## src/rtl/board_io_pkg.sv

```systemverilog
// board_io_pkg
//   Shared constants and elaboration-time helpers for the board I/O
//   conditioner: default parameter values, width helpers and legality
//   checks used by the top level to reject unusable configurations.
package board_io_pkg;

  localparam int DEF_N_IN            = 5;
  localparam int DEF_N_LED           = 4;
  localparam int DEF_SYNC_STAGES     = 2;
  localparam int DEF_DEBOUNCE_CYCLES = 500000;
  localparam int DEF_PWM_W           = 8;
  localparam int DEF_PRESC_DIV       = 64;

  // $clog2 that never returns 0, so a counter always has at least one bit.
  function automatic int clog2_min1(input int v);
    int r;
    r = $clog2(v);
    return (r < 1) ? 1 : r;
  endfunction

  // Debounce counter width: enough to hold DEBOUNCE_CYCLES.
  function automatic int deb_cnt_w(input int cycles);
    return clog2_min1(cycles + 1);
  endfunction

  function automatic bit sync_stages_ok(input int v);
    return v >= 2;
  endfunction

  function automatic bit debounce_cycles_ok(input int v);
    return v >= 1;
  endfunction

  function automatic bit presc_div_ok(input int v);
    return v >= 1;
  endfunction

endpackage

```

## src/rtl/board_io_debounce.sv

```systemverilog
// board_io_debounce
//   One input channel: SYNC_STAGES-deep synchroniser, integrating debounce
//   and registered one-cycle rise/fall pulses.
// Ports:
//   clk_i   reference clock
//   rst_ni  asynchronous active-low reset
//   raw_i   unsynchronised board input
//   in_o    debounced level
//   rise_o  one-cycle pulse on debounced 0->1
//   fall_o  one-cycle pulse on debounced 1->0
module board_io_debounce
  import board_io_pkg::*;
#(
  parameter int SYNC_STAGES     = DEF_SYNC_STAGES,
  parameter int DEBOUNCE_CYCLES = DEF_DEBOUNCE_CYCLES
) (
  input  logic clk_i,
  input  logic rst_ni,
  input  logic raw_i,
  output logic in_o,
  output logic rise_o,
  output logic fall_o
);

  localparam int              CW       = deb_cnt_w(DEBOUNCE_CYCLES);
  localparam logic [CW-1:0]   CNT_LAST = CW'(DEBOUNCE_CYCLES - 1);
  localparam logic [CW-1:0]   CNT_ONE  = CW'(1);

  logic [SYNC_STAGES-1:0] sync_q, sync_d;
  logic [CW-1:0]          cnt_q, cnt_d;
  logic                   in_q, in_d;
  logic                   rise_q, rise_d;
  logic                   fall_q, fall_d;
  logic                   sync_s;

  assign sync_s = sync_q[SYNC_STAGES-1];

  always_comb begin
    sync_d = {sync_q[SYNC_STAGES-2:0], raw_i};
    in_d   = in_q;
    cnt_d  = '0;
    // Any cycle where the synchronised level agrees with the accepted level
    // clears the count, so a bounce restarts integration from zero.
    if (sync_s != in_q) begin
      if (cnt_q == CNT_LAST) begin
        in_d  = sync_s;
        cnt_d = '0;
      end else begin
        cnt_d = cnt_q + CNT_ONE;
      end
    end
    // Pulses are registered alongside in_q so they line up with the level.
    rise_d = in_d & ~in_q;
    fall_d = ~in_d & in_q;
  end

  always_ff @(posedge clk_i or negedge rst_ni) begin
    if (!rst_ni) begin
      sync_q <= '0;
      cnt_q  <= '0;
      in_q   <= 1'b0;
      rise_q <= 1'b0;
      fall_q <= 1'b0;
    end else begin
      sync_q <= sync_d;
      cnt_q  <= cnt_d;
      in_q   <= in_d;
      rise_q <= rise_d;
      fall_q <= fall_d;
    end
  end

  assign in_o   = in_q;
  assign rise_o = rise_q;
  assign fall_o = fall_q;

endmodule

```

## src/rtl/board_io_conditioner.sv

```systemverilog
// board_io_conditioner
//   Front-end between board switches/buttons/LEDs and SoC pad-side signals.
//   Inputs: per-channel synchroniser + debounce + edge pulses.
//   Outputs: shared prescaler and PWM counter, per-LED shadowed duty with
//   static-on override and enable.
// Ports:
//   clk_i         reference clock
//   rst_ni        asynchronous active-low reset
//   raw_i         [N_IN]        unsynchronised board inputs
//   in_o          [N_IN]        debounced levels
//   rise_o        [N_IN]        one-cycle pulse on debounced 0->1
//   fall_o        [N_IN]        one-cycle pulse on debounced 1->0
//   led_duty_i    [N_LED*PWM_W] per-LED duty, LED i at [i*PWM_W +: PWM_W]
//   led_static_i  [N_LED]       1 = LED follows led_en_i, no PWM
//   led_en_i      [N_LED]       LED enable
//   led_o         [N_LED]       registered LED drive
//   pwm_period_o                pulse in the cycle the PWM counter becomes 0
module board_io_conditioner
  import board_io_pkg::*;
#(
  parameter int N_IN            = DEF_N_IN,
  parameter int N_LED           = DEF_N_LED,
  parameter int SYNC_STAGES     = DEF_SYNC_STAGES,
  parameter int DEBOUNCE_CYCLES = DEF_DEBOUNCE_CYCLES,
  parameter int PWM_W           = DEF_PWM_W,
  parameter int PRESC_DIV       = DEF_PRESC_DIV
) (
  input  logic                   clk_i,
  input  logic                   rst_ni,
  input  logic [N_IN-1:0]        raw_i,
  output logic [N_IN-1:0]        in_o,
  output logic [N_IN-1:0]        rise_o,
  output logic [N_IN-1:0]        fall_o,
  input  logic [N_LED*PWM_W-1:0] led_duty_i,
  input  logic [N_LED-1:0]       led_static_i,
  input  logic [N_LED-1:0]       led_en_i,
  output logic [N_LED-1:0]       led_o,
  output logic                   pwm_period_o
);

  localparam int               PW         = clog2_min1(PRESC_DIV);
  localparam logic [PW-1:0]    PRESC_LAST = PW'(PRESC_DIV - 1);
  localparam logic [PW-1:0]    PRESC_ONE  = PW'(1);
  localparam logic [PWM_W-1:0] PWM_LAST   = '1;
  localparam logic [PWM_W-1:0] PWM_ONE    = PWM_W'(1);

  if (!sync_stages_ok(SYNC_STAGES)) begin : g_bad_sync
    $error("board_io_conditioner: SYNC_STAGES must be >= 2");
  end
  if (!debounce_cycles_ok(DEBOUNCE_CYCLES)) begin : g_bad_deb
    $error("board_io_conditioner: DEBOUNCE_CYCLES must be >= 1");
  end
  if (!presc_div_ok(PRESC_DIV)) begin : g_bad_presc
    $error("board_io_conditioner: PRESC_DIV must be >= 1");
  end

  // Input path: one independent channel per raw input.
  for (genvar g = 0; g < N_IN; g++) begin : g_in
    board_io_debounce #(
      .SYNC_STAGES     (SYNC_STAGES),
      .DEBOUNCE_CYCLES (DEBOUNCE_CYCLES)
    ) u_debounce (
      .clk_i  (clk_i),
      .rst_ni (rst_ni),
      .raw_i  (raw_i[g]),
      .in_o   (in_o[g]),
      .rise_o (rise_o[g]),
      .fall_o (fall_o[g])
    );
  end

  // Output path state, shared counter plus per-LED shadow and drive.
  logic [PW-1:0]    presc_q, presc_d;
  logic [PWM_W-1:0] pwm_cnt_q, pwm_cnt_d;
  logic             period_q, period_d;
  logic [PWM_W-1:0] shadow_q [N_LED];
  logic [PWM_W-1:0] shadow_d [N_LED];
  logic [N_LED-1:0] led_q, led_d;
  logic             tick;
  logic             wrap_tick;

  assign tick      = (presc_q == PRESC_LAST);
  // The only tick that moves the counter from all-ones back to 0; duty
  // shadows load here so every period runs with a single duty value.
  assign wrap_tick = tick && (pwm_cnt_q == PWM_LAST);

  always_comb begin
    presc_d   = tick ? '0 : presc_q + PRESC_ONE;
    pwm_cnt_d = tick ? pwm_cnt_q + PWM_ONE : pwm_cnt_q;
    period_d  = wrap_tick;
    led_d     = '0;
    for (int i = 0; i < N_LED; i++) begin
      shadow_d[i] = wrap_tick ? led_duty_i[i*PWM_W +: PWM_W] : shadow_q[i];
      // Enable and static override bypass the shadow so mode changes show
      // up on the very next cycle.
      if (!led_en_i[i]) begin
        led_d[i] = 1'b0;
      end else if (led_static_i[i]) begin
        led_d[i] = 1'b1;
      end else if (shadow_q[i] == PWM_LAST) begin
        led_d[i] = 1'b1;
      end else begin
        led_d[i] = (pwm_cnt_q < shadow_q[i]);
      end
    end
  end

  always_ff @(posedge clk_i or negedge rst_ni) begin
    if (!rst_ni) begin
      presc_q   <= '0;
      pwm_cnt_q <= '0;
      period_q  <= 1'b0;
      led_q     <= '0;
      for (int i = 0; i < N_LED; i++) begin
        shadow_q[i] <= '0;
      end
    end else begin
      presc_q   <= presc_d;
      pwm_cnt_q <= pwm_cnt_d;
      period_q  <= period_d;
      led_q     <= led_d;
      for (int i = 0; i < N_LED; i++) begin
        shadow_q[i] <= shadow_d[i];
      end
    end
  end

  assign led_o        = led_q;
  assign pwm_period_o = period_q;

endmodule

```

## config.mk

```make
export PLATFORM = sky130hd
export DESIGN_NAME = board_io_conditioner
export DESIGN_NICKNAME = d
export VERILOG_FILES = /design/src/rtl/board_io_pkg.sv /design/src/rtl/board_io_debounce.sv /design/src/rtl/board_io_conditioner.sv
export SDC_FILE = /design/constraint.sdc
export NUM_CORES = 1
export LEC_CHECK = 0
export ABC_AREA = 1
export CAP_MARGIN = 20
export CORE_AREA = 2 2 146 148
export DETAILED_ROUTE_END_ITERATION = 8
export DIE_AREA = 0 0 148 150
export PLACE_DENSITY = 0.71
export SLEW_MARGIN = 20
export SYNTH_ARGS = -nofsm -noshare
export SYNTH_HDL_FRONTEND = slang
export SYNTH_SLANG_ARGS = --single-unit
```

## constraint.sdc

```tcl
create_clock -name clk_i -period 4.7 [get_ports clk_i]
set_input_delay 0.705 -clock clk_i [delete_from_list [all_inputs] [get_ports clk_i]]
set_output_delay 0.705 -clock clk_i [all_outputs]
set_load 0.02 [all_outputs]
```

==> run metrics <==
Final Max Slew Viols 0; Post-Syn Instances ~1200; power after layout 2890 uW; routed wire length 18700 um; hold_buf cts 0; total CTS buffers 17; post-CTS setup buffers 0; syn nets 1274; CP Class flip-flop to output pin; final period utilization approximately 47%; H-tree levels 4; Worst Tran Pin Value 0.959 ns; Fin Setup TNS 0 ns; Post-DP HPWL 13900 um; crit-path max cell delay between 0.6 and 0.7 ns; Die Span X ~150 um; dpl cells approximately 1500; row cnt 53; initial core utilization 44.0%; syn avg cell area 7.64 um2; P&R area growth vs syn 15.4%; Die H about 150 um; VDD IR max approximately 0.24 mV; cells along the critical path clkdlybuf4s50_1; fin cells 1541; f_max 0.452 GHz; Pleak a little under 0.005 uW; Clock Latency Late Sink between 0.4 and 0.5 ns; Worst slew margin between 30% and 40%; Fillers slightly above 2000; status complete, no violations; # diodes 0; first-pass GRT wire length 33100 um; CTS clk-pin slew, worst paths about 0.060 ns; Cell Area, Synth 9100 um2; Period minus WS final ~2.2 ns; layout cells sized above 1 roughly 2.4%; flop2flop setup slack between 2 and 3 ns; via count about 7500; flops & latches, synth 171; CTS root buf clkbuf_16; largest net degree at the start of global routing between 100 and 150; clock buffer depth 2; sequential area share after synthesis 47.0%; GRT Resource Usage Total 18.1%; Setup violations, final 0; CTS tree done; Yosys cell types 26; Worst Path Arrival 1.51 ns; number of remaining DRC errors 0; initial antenna violation count 0; total core area 20700 um2; grt total ovfl 0; CP Launch Type flip-flop; die area roughly 22000 um2; Routed Antenna Nets 0; worst min-delay path class flip-flop to flip-flop; Worst Setup End Kind output pin; unrepaired setup endpoints after global routing no; Top delay family on crit path buffers and inverters; TritonCTS Sinks about 170; Worst Path Max Fanout 5; MaxCap Viol Count 0; Starting DRT DRC Count roughly 460; Nets roughly 1300; DR pass1 iterations 4; gpl congestion slightly below 0.9; wire per inst about 12 um; CTS resizes 0; Port Buffers 66; number of global-route vias before repair approximately 7200; via/cell ratio 4.85; Power Density around 280 nW/um2; final hold vios 0; CP required 3.99 ns; Slowest-stage cell, CP clkdlybuf4s50_1; I/O pin count between 60 and 70; Ys Warns 0; crit path buf inv count 1; Final Skew 0.0115 ns
flip-flops by register name (all words and copies together), names as in the netlist:
name and flops:
g_in.u_debounce.cnt_q 95, shadow_q 32, g_in.u_debounce.sync_q 10, pwm_cnt_q 8, presc_q 6, g_in.u_debounce.fall_o 5
g_in.u_debounce.in_o 5, g_in.u_debounce.rise_o 5, led_o 4, pwm_period_o 1
cells in the final DEF, fill, tap and decap left out, types with 5 or more instances in the layout:
cell type and count:
inv_1 152, nand2_1 279, a21oi_1 31, clkbuf_16 17, ha_1 35, nor2_1 262
xor2_1 44, nand4_1 20, xnor2_1 9, clkbuf_1 5, nand3_1 62, clkdlybuf4s50_1 65
o21ai_0 40, nor3_1 40, dfrtp_1 171
final timing paths:
| check | startpoint | endpoint | depth (start not counted) |
|---|---|---|---|
| worst min register to register | g_in[2].u_debounce.sync_q[0] | g_in[2].u_debounce.sync_q[1] | 0 |
| max in group asynchronous | rst_ni | shadow_q[2] | 2 |
| worst min-delay path | g_in[2].u_debounce.sync_q[0] | g_in[2].u_debounce.sync_q[1] | 0 |
| worst max register to register | presc_q[0] | shadow_q[3] | 9 |
| worst max-delay path | g_in[3].u_debounce.in_o | in_o[3] | 1 |
| min in group asynchronous | rst_ni | g_in[1].u_debounce.sync_q[1] | 1 |
final cells by class:
class                   count  area (um2)  area share, %
flip-flops and latches    171        4280           40.7
multi-input cells         844        4090           38.9
repair buffers             69         703           6.70
inverters                 152         571           5.43
clock buffers              22         444           4.23
well taps                 275         344           3.28
clock inverters             8        73.8          0.703
cells in the mapped netlist:
master	instances	area (um2)
clkbuf_2	3	15.0
nor2_2	1	6.26
nand3b_1	4	30.0
and2_1	1	6.26
nor4_1	2	12.5
o21a_1	3	22.5
xnor2_1	9	78.8
o21ai_0	40	200
ha_1	35	438
nand4_1	20	125
nor3b_1	3	22.5
nand2_1	279	1050
a211oi_1	1	7.51
and3_1	1	6.26
o21bai_1	1	7.51
nor3_1	40	200
nor4_4	1	21.3
nor2_1	262	983
a21oi_1	31	155
dfrtp_1	171	4280
inv_1	152	571
clkbuf_1	4	15.0
buf_4	18	135
xor2_1	44	385
nand3_1	62	310
o21ai_1	4	20.0
power breakdown:
group / switching, uW / internal [uW]
registers: 11.1 / 1490
logic: 67.0 / 51.4
clock network: 553 / 720
total: 631 / 2260
routing by layer:
| metal | track usage (%) | vias to the layer above | wire [um] |
|---|---|---|---|
| met5 | 0 | - | 0 |
| met4 | 4.05 | 0 | 144 |
| met3 | 4.05 | 10 | 652 |
| met2 | 29.3 | 133 | 8630 |
| met1 | 25.0 | 3475 | 9290 |
| li1 | - | 3853 | - |
per-stage QoR:
stage	utilization, %	cell area, um2	hold WS [ns]	worst slack, ns
2_1_floorplan	-	9100	0.331	3.14
3_3_place_gp	48.2	9970	0.336	2.24
3_5_place_dp	48.2	9970	0.338	2.12
4_1_cts	50.7	10500	0.353	2.09
5_1_grt	50.8	10500	0.367	2.24
6_report	50.8	10500	0.351	2.49
cells by family (layout without fill, tap and decap cells):
group / Yosys count / in the layout / share of synthesized area [%]
buffers and inverters: 177 / 251 / 8.08
DFF: 171 / 171 / 47.0
xor gates and xnor gates: 53 / 53 / 5.10
and+or+nand+nor: 676 / 676 / 30.5
AOI/OAI and AO/OA: 80 / 80 / 4.54
adders and majority gates: 35 / 35 / 4.81
No activity file was read; power rests on OpenSTA's default activity.
